File: src/rtl/mult_pkg.sv
`default_nettype none
// ============================================================================
// Module   : mult_pkg
// Brief    : Shared types and helpers for the multiplier operand issuer.
// Revision : 1.0
// ============================================================================
package mult_pkg;

  typedef enum logic [1:0] {
    IDLE     = 2'd0,
    REQ      = 2'd1,
    WAIT_RES = 2'd2,
    RESP     = 2'd3
  } issuer_state_t;

  typedef logic signed [15:0] operand_t;
  typedef logic signed [31:0] product_t;

  // Reduction XOR; operands are zero-extended into the 32-bit argument.
  function automatic logic parity_f(input logic [31:0] v);
    return ^v;
  endfunction

endpackage
`default_nettype wire

File: src/rtl/mult_op_issuer_if.sv
`default_nettype none
// ============================================================================
// Module   : mult_op_issuer_if
// Brief    : Operand stream, multiplier handshake, response stream, counters.
// Revision : 1.0
// ============================================================================
interface mult_op_issuer_if
  import mult_pkg::*;
#(
  parameter int CNT_W = 16
);
  logic             in_valid;
  logic             in_ready;
  operand_t         in_a;
  operand_t         in_b;
  logic             in_inj_a;
  logic             in_inj_b;

  logic             req;
  operand_t         arg_a;
  logic             arg_a_parity;
  operand_t         arg_b;
  logic             arg_b_parity;
  logic             ack;
  product_t         result;
  logic             result_parity;
  logic             arg_parity_error;
  logic             result_rdy;

  logic             out_valid;
  logic             out_ready;
  product_t         out_result;
  logic             out_res_par_ok;
  logic             out_arg_err;
  logic             out_timeout;

  logic [CNT_W-1:0] cnt_ops;
  logic [CNT_W-1:0] cnt_arg_err;
  logic [CNT_W-1:0] cnt_par_err;
  logic [CNT_W-1:0] cnt_timeout;

  modport master (
    input  in_valid, in_a, in_b, in_inj_a, in_inj_b,
    input  ack, result, result_parity, arg_parity_error, result_rdy,
    input  out_ready,
    output in_ready, req, arg_a, arg_a_parity, arg_b, arg_b_parity,
    output out_valid, out_result, out_res_par_ok, out_arg_err, out_timeout,
    output cnt_ops, cnt_arg_err, cnt_par_err, cnt_timeout
  );

  modport slave (
    output in_valid, in_a, in_b, in_inj_a, in_inj_b,
    output ack, result, result_parity, arg_parity_error, result_rdy,
    output out_ready,
    input  in_ready, req, arg_a, arg_a_parity, arg_b, arg_b_parity,
    input  out_valid, out_result, out_res_par_ok, out_arg_err, out_timeout,
    input  cnt_ops, cnt_arg_err, cnt_par_err, cnt_timeout
  );
endinterface
`default_nettype wire

File: src/rtl/mult_op_issuer_sat_counter.sv
`default_nettype none
// ============================================================================
// Module   : sat_counter
// Brief    : Event counter that sticks at all-ones instead of wrapping.
// Revision : 1.0
// ============================================================================
module sat_counter #(
  parameter int CNT_W = 16
) (
  input  wire logic             clk,
  input  wire logic             rst,
  input  wire logic             inc_i,
  output logic      [CNT_W-1:0] value_o
);

  logic [CNT_W-1:0] value_q;
  logic [CNT_W-1:0] value_d;

  always_comb begin
    value_d = value_q;
    if (inc_i && (value_q != {CNT_W{1'b1}})) begin
      value_d = value_q + {{(CNT_W-1){1'b0}}, 1'b1};
    end
  end

  always_ff @(posedge clk) begin
    if (rst) begin
      value_q <= '0;
    end else begin
      value_q <= value_d;
    end
  end

  assign value_o = value_q;

endmodule
`default_nettype wire

File: src/rtl/mult_op_issuer.sv
`default_nettype none
// ============================================================================
// Module   : mult_op_issuer
// Brief    : Drives the 16x16 multiplier handshake from an operand stream and
//            returns parity-checked results with status and event counters.
// Revision : 1.0
// ============================================================================
module mult_op_issuer
  import mult_pkg::*;
#(
  parameter int TIMEOUT_CYC = 64,
  parameter int CNT_W       = 16
) (
  input wire logic         clk,
  input wire logic         rst,
  mult_op_issuer_if.master bus
);

  localparam int            TW   = (TIMEOUT_CYC > 1) ? $clog2(TIMEOUT_CYC) : 1;
  localparam logic [TW-1:0] TMAX = TW'(TIMEOUT_CYC - 1);

  issuer_state_t state_q, state_d;
  logic          req_q, req_d;
  operand_t      arg_a_q, arg_a_d;
  operand_t      arg_b_q, arg_b_d;
  logic          apar_q, apar_d;
  logic          bpar_q, bpar_d;
  logic [TW-1:0] timer_q, timer_d;
  logic          out_valid_q, out_valid_d;
  product_t      out_result_q, out_result_d;
  logic          par_ok_q, par_ok_d;
  logic          arg_err_q, arg_err_d;
  logic          timeout_q, timeout_d;

  logic          do_capture;
  logic          do_expire;
  logic          resp_done;

  always_comb begin
    state_d      = state_q;
    req_d        = req_q;
    arg_a_d      = arg_a_q;
    arg_b_d      = arg_b_q;
    apar_d       = apar_q;
    bpar_d       = bpar_q;
    timer_d      = timer_q;
    out_valid_d  = out_valid_q;
    out_result_d = out_result_q;
    par_ok_d     = par_ok_q;
    arg_err_d    = arg_err_q;
    timeout_d    = timeout_q;
    do_capture   = 1'b0;
    do_expire    = 1'b0;
    resp_done    = 1'b0;

    case (state_q)
      IDLE: begin
        if (bus.in_valid) begin
          arg_a_d = bus.in_a;
          arg_b_d = bus.in_b;
          apar_d  = parity_f({16'h0000, bus.in_a}) ^ bus.in_inj_a;
          bpar_d  = parity_f({16'h0000, bus.in_b}) ^ bus.in_inj_b;
          req_d   = 1'b1;
          timer_d = '0;
          state_d = REQ;
        end
      end
      REQ: begin
        // ack wins over expiry on the final waiting cycle
        if (bus.ack) begin
          req_d   = 1'b0;
          timer_d = '0;
          if (bus.result_rdy) begin
            do_capture = 1'b1;
          end else begin
            state_d = WAIT_RES;
          end
        end else if (timer_q == TMAX) begin
          do_expire = 1'b1;
        end else begin
          timer_d = timer_q + TW'(1);
        end
      end
      WAIT_RES: begin
        if (bus.result_rdy) begin
          do_capture = 1'b1;
        end else if (timer_q == TMAX) begin
          do_expire = 1'b1;
        end else begin
          timer_d = timer_q + TW'(1);
        end
      end
      RESP: begin
        if (bus.out_ready) begin
          out_valid_d = 1'b0;
          resp_done   = 1'b1;
          state_d     = IDLE;
        end
      end
      default: state_d = IDLE;
    endcase

    if (do_capture) begin
      out_result_d = bus.result;
      par_ok_d     = (bus.result_parity == parity_f(bus.result));
      arg_err_d    = bus.arg_parity_error;
      timeout_d    = 1'b0;
      out_valid_d  = 1'b1;
      state_d      = RESP;
    end

    // Status flags are cleared on timeout so only cnt_timeout counts it
    if (do_expire) begin
      req_d        = 1'b0;
      out_result_d = '0;
      par_ok_d     = 1'b0;
      arg_err_d    = 1'b0;
      timeout_d    = 1'b1;
      out_valid_d  = 1'b1;
      state_d      = RESP;
    end
  end

  always_ff @(posedge clk) begin
    if (rst) begin
      state_q      <= IDLE;
      req_q        <= 1'b0;
      arg_a_q      <= '0;
      arg_b_q      <= '0;
      apar_q       <= 1'b0;
      bpar_q       <= 1'b0;
      timer_q      <= '0;
      out_valid_q  <= 1'b0;
      out_result_q <= '0;
      par_ok_q     <= 1'b0;
      arg_err_q    <= 1'b0;
      timeout_q    <= 1'b0;
    end else begin
      state_q      <= state_d;
      req_q        <= req_d;
      arg_a_q      <= arg_a_d;
      arg_b_q      <= arg_b_d;
      apar_q       <= apar_d;
      bpar_q       <= bpar_d;
      timer_q      <= timer_d;
      out_valid_q  <= out_valid_d;
      out_result_q <= out_result_d;
      par_ok_q     <= par_ok_d;
      arg_err_q    <= arg_err_d;
      timeout_q    <= timeout_d;
    end
  end

  assign bus.in_ready       = (state_q == IDLE);
  assign bus.req            = req_q;
  assign bus.arg_a          = arg_a_q;
  assign bus.arg_b          = arg_b_q;
  assign bus.arg_a_parity   = apar_q;
  assign bus.arg_b_parity   = bpar_q;
  assign bus.out_valid      = out_valid_q;
  assign bus.out_result     = out_result_q;
  assign bus.out_res_par_ok = par_ok_q;
  assign bus.out_arg_err    = arg_err_q;
  assign bus.out_timeout    = timeout_q;

  sat_counter #(.CNT_W(CNT_W)) u_cnt_ops (
    .clk     (clk),
    .rst     (rst),
    .inc_i   (resp_done),
    .value_o (bus.cnt_ops)
  );

  sat_counter #(.CNT_W(CNT_W)) u_cnt_arg_err (
    .clk     (clk),
    .rst     (rst),
    .inc_i   (resp_done & arg_err_q),
    .value_o (bus.cnt_arg_err)
  );

  sat_counter #(.CNT_W(CNT_W)) u_cnt_par_err (
    .clk     (clk),
    .rst     (rst),
    .inc_i   (resp_done & ~par_ok_q & ~timeout_q),
    .value_o (bus.cnt_par_err)
  );

  sat_counter #(.CNT_W(CNT_W)) u_cnt_timeout (
    .clk     (clk),
    .rst     (rst),
    .inc_i   (resp_done & timeout_q),
    .value_o (bus.cnt_timeout)
  );

endmodule
`default_nettype wire

File: src/flat_wrapper.sv
// flat-port wrapper written by rule: the top's interface ports become plain ports
module mult_op_issuer_flat import mult_pkg::*;
#(
  parameter int TIMEOUT_CYC = 64,
  parameter int CNT_W       = 16
)
  (clk, rst, bus_in_valid, bus_in_a, bus_in_b, bus_in_inj_a, bus_in_inj_b, bus_ack, bus_result, bus_result_parity, bus_arg_parity_error, bus_result_rdy, bus_out_ready, bus_in_ready, bus_req, bus_arg_a, bus_arg_a_parity, bus_arg_b, bus_arg_b_parity, bus_out_valid, bus_out_result, bus_out_res_par_ok, bus_out_arg_err, bus_out_timeout, bus_cnt_ops, bus_cnt_arg_err, bus_cnt_par_err, bus_cnt_timeout);
  mult_op_issuer_if #(.CNT_W(CNT_W)) bus_i ();
  input wire logic clk;
  input wire logic rst;
  input wire logic [$bits(bus_i.in_valid)-1:0] bus_in_valid;
  input wire logic [$bits(bus_i.in_a)-1:0] bus_in_a;
  input wire logic [$bits(bus_i.in_b)-1:0] bus_in_b;
  input wire logic [$bits(bus_i.in_inj_a)-1:0] bus_in_inj_a;
  input wire logic [$bits(bus_i.in_inj_b)-1:0] bus_in_inj_b;
  input wire logic [$bits(bus_i.ack)-1:0] bus_ack;
  input wire logic [$bits(bus_i.result)-1:0] bus_result;
  input wire logic [$bits(bus_i.result_parity)-1:0] bus_result_parity;
  input wire logic [$bits(bus_i.arg_parity_error)-1:0] bus_arg_parity_error;
  input wire logic [$bits(bus_i.result_rdy)-1:0] bus_result_rdy;
  input wire logic [$bits(bus_i.out_ready)-1:0] bus_out_ready;
  output wire logic [$bits(bus_i.in_ready)-1:0] bus_in_ready;
  output wire logic [$bits(bus_i.req)-1:0] bus_req;
  output wire logic [$bits(bus_i.arg_a)-1:0] bus_arg_a;
  output wire logic [$bits(bus_i.arg_a_parity)-1:0] bus_arg_a_parity;
  output wire logic [$bits(bus_i.arg_b)-1:0] bus_arg_b;
  output wire logic [$bits(bus_i.arg_b_parity)-1:0] bus_arg_b_parity;
  output wire logic [$bits(bus_i.out_valid)-1:0] bus_out_valid;
  output wire logic [$bits(bus_i.out_result)-1:0] bus_out_result;
  output wire logic [$bits(bus_i.out_res_par_ok)-1:0] bus_out_res_par_ok;
  output wire logic [$bits(bus_i.out_arg_err)-1:0] bus_out_arg_err;
  output wire logic [$bits(bus_i.out_timeout)-1:0] bus_out_timeout;
  output wire logic [$bits(bus_i.cnt_ops)-1:0] bus_cnt_ops;
  output wire logic [$bits(bus_i.cnt_arg_err)-1:0] bus_cnt_arg_err;
  output wire logic [$bits(bus_i.cnt_par_err)-1:0] bus_cnt_par_err;
  output wire logic [$bits(bus_i.cnt_timeout)-1:0] bus_cnt_timeout;
  assign bus_i.in_valid = bus_in_valid;
  assign bus_i.in_a = bus_in_a;
  assign bus_i.in_b = bus_in_b;
  assign bus_i.in_inj_a = bus_in_inj_a;
  assign bus_i.in_inj_b = bus_in_inj_b;
  assign bus_i.ack = bus_ack;
  assign bus_i.result = bus_result;
  assign bus_i.result_parity = bus_result_parity;
  assign bus_i.arg_parity_error = bus_arg_parity_error;
  assign bus_i.result_rdy = bus_result_rdy;
  assign bus_i.out_ready = bus_out_ready;
  assign bus_in_ready = bus_i.in_ready;
  assign bus_req = bus_i.req;
  assign bus_arg_a = bus_i.arg_a;
  assign bus_arg_a_parity = bus_i.arg_a_parity;
  assign bus_arg_b = bus_i.arg_b;
  assign bus_arg_b_parity = bus_i.arg_b_parity;
  assign bus_out_valid = bus_i.out_valid;
  assign bus_out_result = bus_i.out_result;
  assign bus_out_res_par_ok = bus_i.out_res_par_ok;
  assign bus_out_arg_err = bus_i.out_arg_err;
  assign bus_out_timeout = bus_i.out_timeout;
  assign bus_cnt_ops = bus_i.cnt_ops;
  assign bus_cnt_arg_err = bus_i.cnt_arg_err;
  assign bus_cnt_par_err = bus_i.cnt_par_err;
  assign bus_cnt_timeout = bus_i.cnt_timeout;
  mult_op_issuer #(.TIMEOUT_CYC(TIMEOUT_CYC), .CNT_W(CNT_W)) u_core (.clk(clk), .rst(rst), .bus(bus_i));
endmodule
File: config.mk
export PLATFORM = sky130hd
export DESIGN_NAME = mult_op_issuer_flat
export DESIGN_NICKNAME = d
export VERILOG_FILES = /design/src/rtl/mult_pkg.sv /design/src/rtl/mult_op_issuer_if.sv /design/src/rtl/mult_op_issuer_sat_counter.sv /design/src/rtl/mult_op_issuer.sv /design/src/flat_wrapper.sv
export SDC_FILE = /design/constraint.sdc
export NUM_CORES = 1
export LEC_CHECK = 0
export CAP_MARGIN = 40
export CORE_MARGIN = 2
export CORE_UTILIZATION = 51
export CTS_BUF_LIST = sky130_fd_sc_hd__clkbuf_16
export CTS_CLUSTER_DIAMETER = 30
export CTS_CLUSTER_SIZE = 12
export DETAILED_ROUTE_END_ITERATION = 12
export GPL_ROUTABILITY_DRIVEN = 0
export PLACE_DENSITY = 0.85
export RECOVER_POWER = 25
export SLEW_MARGIN = 40
export SYNTH_ARGS = -nofsm -noshare
export SYNTH_HDL_FRONTEND = slang
export SYNTH_HIERARCHICAL = 1
export SYNTH_SLANG_ARGS = --single-unit
File: constraint.sdc
create_clock -name clk -period 5.73 [get_ports clk]
set_clock_uncertainty 0.2 [all_clocks]
set_input_delay 0.8595 -clock clk [delete_from_list [all_inputs] [get_ports clk]]
set_output_delay 0.8595 -clock clk [all_outputs]
set_load 0.01 [all_outputs]
# == Word level (Yosys, flattened, before mapping) ==
# Cells that the tools add are included.
# op_classes
addsub,5
n_eq_ne,16
n_mux,30
bitwise,8
reduce_logical,20
# ops
cell,n
32-bit parity,3
16-bit by 1-bit adder with 16-bit output (second input constant),4
16-bit != test (second input constant),4
6-bit 2-to-1 mux,4
6-bit one-hot mux with 3 select lines,1
4-bit by 2-bit != test with 1-bit output (second input constant),4
1-bit 2-to-1 mux,15
2-bit 2-to-1 mux,6
3-bit nonzero test,3
6-bit by 1-bit adder with 6-bit output (second input constant),1
6-bit == test (second input constant),1
2-bit != test (second input constant),3
1-bit one-hot mux with 2 select lines,3
2-bit one-hot mux with 3 select lines,1
3-bit AND reduction,2
5-bit AND reduction,1
5-bit nonzero test,1
1-bit AND,4
2-bit == test (second input constant),2
1-bit logical AND,4
2-bit AND reduction,2
2-bit nonzero test,2
2-bit by 1-bit == test with 1-bit output (second input constant),1
2-bit logical NOT,1
4 further kinds,6
# word_totals
register_bits,143
in_bits,74
output_inout_bits,136
word_cells,95

# == Depth between registers and ports, before layout ==
# logic_depth
word_depth,6
mapped_depth,8
ltp_nobuf,8

# == By module ==
# Netlist, hierarchy kept.
# modules_own_cells
mod,n_inst,cells_each,area_each_um2,seq_area_each_um2
mult_op_issuer,1,447,3582.2,1581.5
sat_counter,4,99,848.3,320.3

# == Worst setup path after synthesis ==
# Ideal clock, no wire load.
# synth_path
kind,in2reg
from,in bus_out_ready
to,reg u_core.u_cnt_par_err.value_q[7] (netlist: u_core/u_cnt_par_err/value_o[7])
setup_time_ns,0.070
arrival_ns,2.223
t_required_ns,5.460
setup_slack_ns,3.237
stages,6
path_buffers,1
path_cell_list,nand2_1 > nor3_1 > nand2_1 > clkbuf_1 > or4_1 > a21oi_1
# synth_via
elab_chain_cells,5
# synth_lines
item,line,rtl
from (decl),flat_wrapper.sv:21,input wire logic [$bits(bus_i.out_ready)-1:0] bus_out_ready;
1-bit 2-to-1 mux,mult_op_issuer.sv:94,if (bus.out_ready) begin
1-bit 2-to-1 mux,mult_op_issuer.sv:56,case (state_q)
1-bit AND (2 in series),mult_op_issuer.sv:183,".inc_i (resp_done & ~par_ok_q & ~timeout_q),"
1-bit logical AND,mult_op_issuer_sat_counter.sv:21,if (inc_i && (value_q != {CNT_W{1'b1}})) begin
to (signal assigned),mult_op_issuer_sat_counter.sv:30,value_q <= value_d;
to (decl),mult_op_issuer_sat_counter.sv:16,logic [CNT_W-1:0] value_q;
# Every way passes these cells.
# A chain may end at the register's enable or synchronous reset.

# == Final worst setup path ==
# layout_path
from,reg u_core.u_cnt_ops.value_q[0] (netlist: u_core/u_cnt_ops/value_o[0])
to,reg u_core.u_cnt_ops.value_q[11] (netlist: u_core/u_cnt_ops/value_o[11])
# layout_via
elab_chain_cells,2
elab_cells_between_ends,3
# layout_lines
item,line
from (decl),mult_op_issuer_sat_counter.sv:16
from (signal assigned),mult_op_issuer_sat_counter.sv:30
"parallel branches: the longest is 2 deep, another holds 16-bit by 1-bit adder with 16-bit output",--
# Several ways; the timed one is not identified.

==> impl_metrics.yaml <==
synthesis:
  ys_top_cells_by_area: "dfxtp_1 41%, nand2_1 8.8%, a21oi_1 8.4%"
  yosysMostFrequentCell: "nand2_1"
  synth.cell_area_um2: 6980
  ys_ff_latch: 143
  ys.warnings.count: 6
  syn_nets: 927
  synth_cell_types: 44
  synth_top_area_share_pct: 41.0
  async_flop_share_pct: 0
  synth_flop_cell: "dfxtp_1"
  ys_seq_area_share_pct: 41.0
  synth-edff-count: 0
  post_synth.cell_area_avg_um2: 8.27
  yosysTopAreaCell: "dfxtp_1"
  syn_inst: 843
  synthTopCellsByCount: "164 x nand2_1, 143 x dfxtp_1, 117 x a21oi_1"
sta:
  finalCritPeriodShare_pct: 59.5
  hold_violations: 0
  report.final.slew_viol_count: 110
  setup_violations: 0
  fmax_ghz: 0.294
  period_minus_slack_ns: 3.41
  rsz0062_at_grt: "no"
  worst_pin_slew_ns: 2.26
  fin_tns_setup_ns: 0
  relSlewSlack_pct: -52.3
power:
  peakVddDrop_v: 0.000257
  leakagePower_nw: 3.26
  powerDensity_nw_per_um2: 308
  p_total_mw: 3.00
detailed_routing:
  first_pass_iters: 6
  drtIter0Drc: 469
  route.vias.total: 6769
  routed_wl_mm: 18.1
  drt-vias-per-instance: 5.52
  final_antenna_net_count: 0
  drcViolationCount: 0
  detail_route.wl_per_cell_um: 14.8
floorplan:
  dieArea_um2: 14600
  io_pins: 210
  die_w_um: 121
  core_area_um2: 13300
  die_h_um: 121
  start_util_pct: 52.5
  rows: 42
setup_path:
  cp_max_fo: 18
  worst_path_max_delay_cell: "nor4_1"
  cpLargestDelayFamily: "simple AND/OR/NAND/NOR gates"
  cp.arrival_ns: 3.51
  cpPeakStageDelay_ns: 1.71
  r2r.worst_path.cells: 5
  crit_start: "u_core/u_cnt_ops/value_o[0]"
  path_class: "flip-flop to flip-flop"
  endpoint_kind: "flip-flop"
  r2r_start: "u_core/u_cnt_ops/value_o[0]"
  cp_cell_sequence: "ha_1 > nand3_1 > nor4_1 > nor4bb_1 > mux2_2"
  worstPathRequired_ns: 5.83
  crit_cells: 5
  critPathBufInv: 0
  start_kind: "flip-flop"
clock_tree:
  ctsHoldBuffers: 0
  post_cts_resized: 0
  cts_tree: "yes"
  clock-root-buffer: "clkbuf_16"
  h-tree-depth: 4
  cts.sinks: 143
  clockBufferDepth: 2
  cts_setup_buffers: 0
  cts.clk_slew.worst_paths_ns: 0.06
  cts_buffers: 17
  clk_latency_ns: 0.41
global_routing:
  grt_max_degree: 61
  antenna_found_initial: 0
  grt_pass1_wl_mm: 29.3
  overflow: 0
  grt.total_usage_pct: 24.7
  first_global_vias: 6191
place:
  dp_cells: 1193
  hpwl_mm: 12.6
  port_buffers: 209
layout:
  diodes: 0
  utilization_pct: 73.2
  nets: 1121
  instances_no_fill: 1226
  drive_above_1_share_pct: 4.48
  area_delta_synth_final_pct: 39.6
status:
  outcome: "finished, violations left"
  violations: "capacitance limit, slew limit"
worst_hold_path:
  hold_class: "flip-flop to flip-flop"
  hp-start: "u_core/bus.arg_a[12]"
  min_path_cells: 2
flow_run:
  drv_cap: 4
-- registers in the layout, summed over array words and instances, names as in the netlist --
| name | count |
|---|---|
| u_core/bus.out_arg_err | 1 |
| u_core/state_q | 2 |
| u_core/bus.out_valid | 1 |
| u_core/bus.out_timeout | 1 |
| u_core/u_cnt_par_err/value_o | 16 |
| u_core/bus.arg_b | 16 |
| u_core/u_cnt_timeout/value_o | 16 |
| u_core/bus.arg_b_parity | 1 |
| u_core/u_cnt_ops/value_o | 16 |
| u_core/u_cnt_arg_err/value_o | 16 |
| u_core/timer_q | 6 |
| u_core/bus.arg_a | 16 |
| u_core/bus.req | 1 |
| u_core/bus.out_result | 32 |
| u_core/bus.arg_a_parity | 1 |
| u_core/bus.out_res_par_ok | 1 |
-- cells in the final DEF (no fill, tap or decap), types with 11 or more instances in the layout --
| master | Yosys | layout |
|---|---|---|
| nand4_1 | 13 | 13 |
| or3_1 | 12 | 12 |
| xnor2_1 | 61 | 61 |
| nor2b_1 | 12 | 12 |
| nand2_1 | 164 | 164 |
| clkdlybuf4s50_1 | 0 | 205 |
| and4_1 | 12 | 12 |
| or4_1 | 28 | 28 |
| o31ai_1 | 24 | 24 |
| dfxtp_1 | 143 | 143 |
| a21oi_1 | 117 | 117 |
| o21ai_0 | 20 | 20 |
| clkbuf_16 | 0 | 17 |
| nand3_1 | 26 | 26 |
| nor4_1 | 9 | 11 |
| inv_1 | 18 | 20 |
| nor2_1 | 36 | 36 |
| nor3_1 | 21 | 21 |
-- final cells by class --
cell class                      instances  area (µm²)
Sequential cell                       143        2860
Tap cell                              176         220
Multi-Input combinational cell        642        3850
Timing Repair Buffer                  215        2130
Inverter                               18        67.6
Fill cell                            1028        3560
Clock inverter                         15         178
Clock buffer                           17         425
-- report_power, final --
| group | total, mW | leakage [nW] | switching [mW] | internal (mW) |
|---|---|---|---|---|
| registers | 1.12 | 1.16 | 0.0463 | 1.07 |
| clock network | 1.13 | 0.298 | 0.408 | 0.718 |
| logic | 0.753 | 1.81 | 0.390 | 0.363 |
-- worst paths after layout --
kind | endpoint | slack, ns
setup / recovery | u_core/u_cnt_ops/value_o[11] | 2.32
hold / removal | u_core/bus.arg_a[12] | 0.25
setup reg to reg | u_core/u_cnt_ops/value_o[11] | 2.32
hold reg to reg | u_core/bus.arg_a[12] | 0.25
-- worst register-to-register path, cell delays in order, from the launching register on --
cell and delay (ns):
dfxtp_1 0.42, ha_1 0.28, nand3_1 0.11, nor4_1 1.71, nor4bb_1 0.22, mux2_2 0.36
-- metal layers --
metal	track usage (%)	wire (µm)	vias up	share of wire, %
li1	-	-	3396	-
met1	29.5	7710	3151	43
met2	40.7	8690	204	48
met3	9.63	1440	18	7.9
met4	7.99	281	0	1.6
met5	0	0	-	0
-- through the flow --
stage	instance area, µm²	setup WS (ns)	hold WS (ns)
2_1_floorplan	6980	3.24	0.276
3_3_place_gp	9160	2.27	0.239
3_5_place_dp	9160	2.23	0.245
4_1_cts	9770	2.66	0.253
5_1_grt	9730	2.09	0.267
6_report	9730	2.32	0.251
-- logic make-up after synthesis --
family | after synthesis | synth area share [%]
xor+xnor | 69 | 9.26
buf+inv | 58 | 3.28
simple gates | 369 | 28.0
compound gates | 185 | 15.2
fa+ha+maj | 10 | 1.79
flops | 143 | 41.0
mux | 9 | 1.36
(Power assumes the default switching activity.)
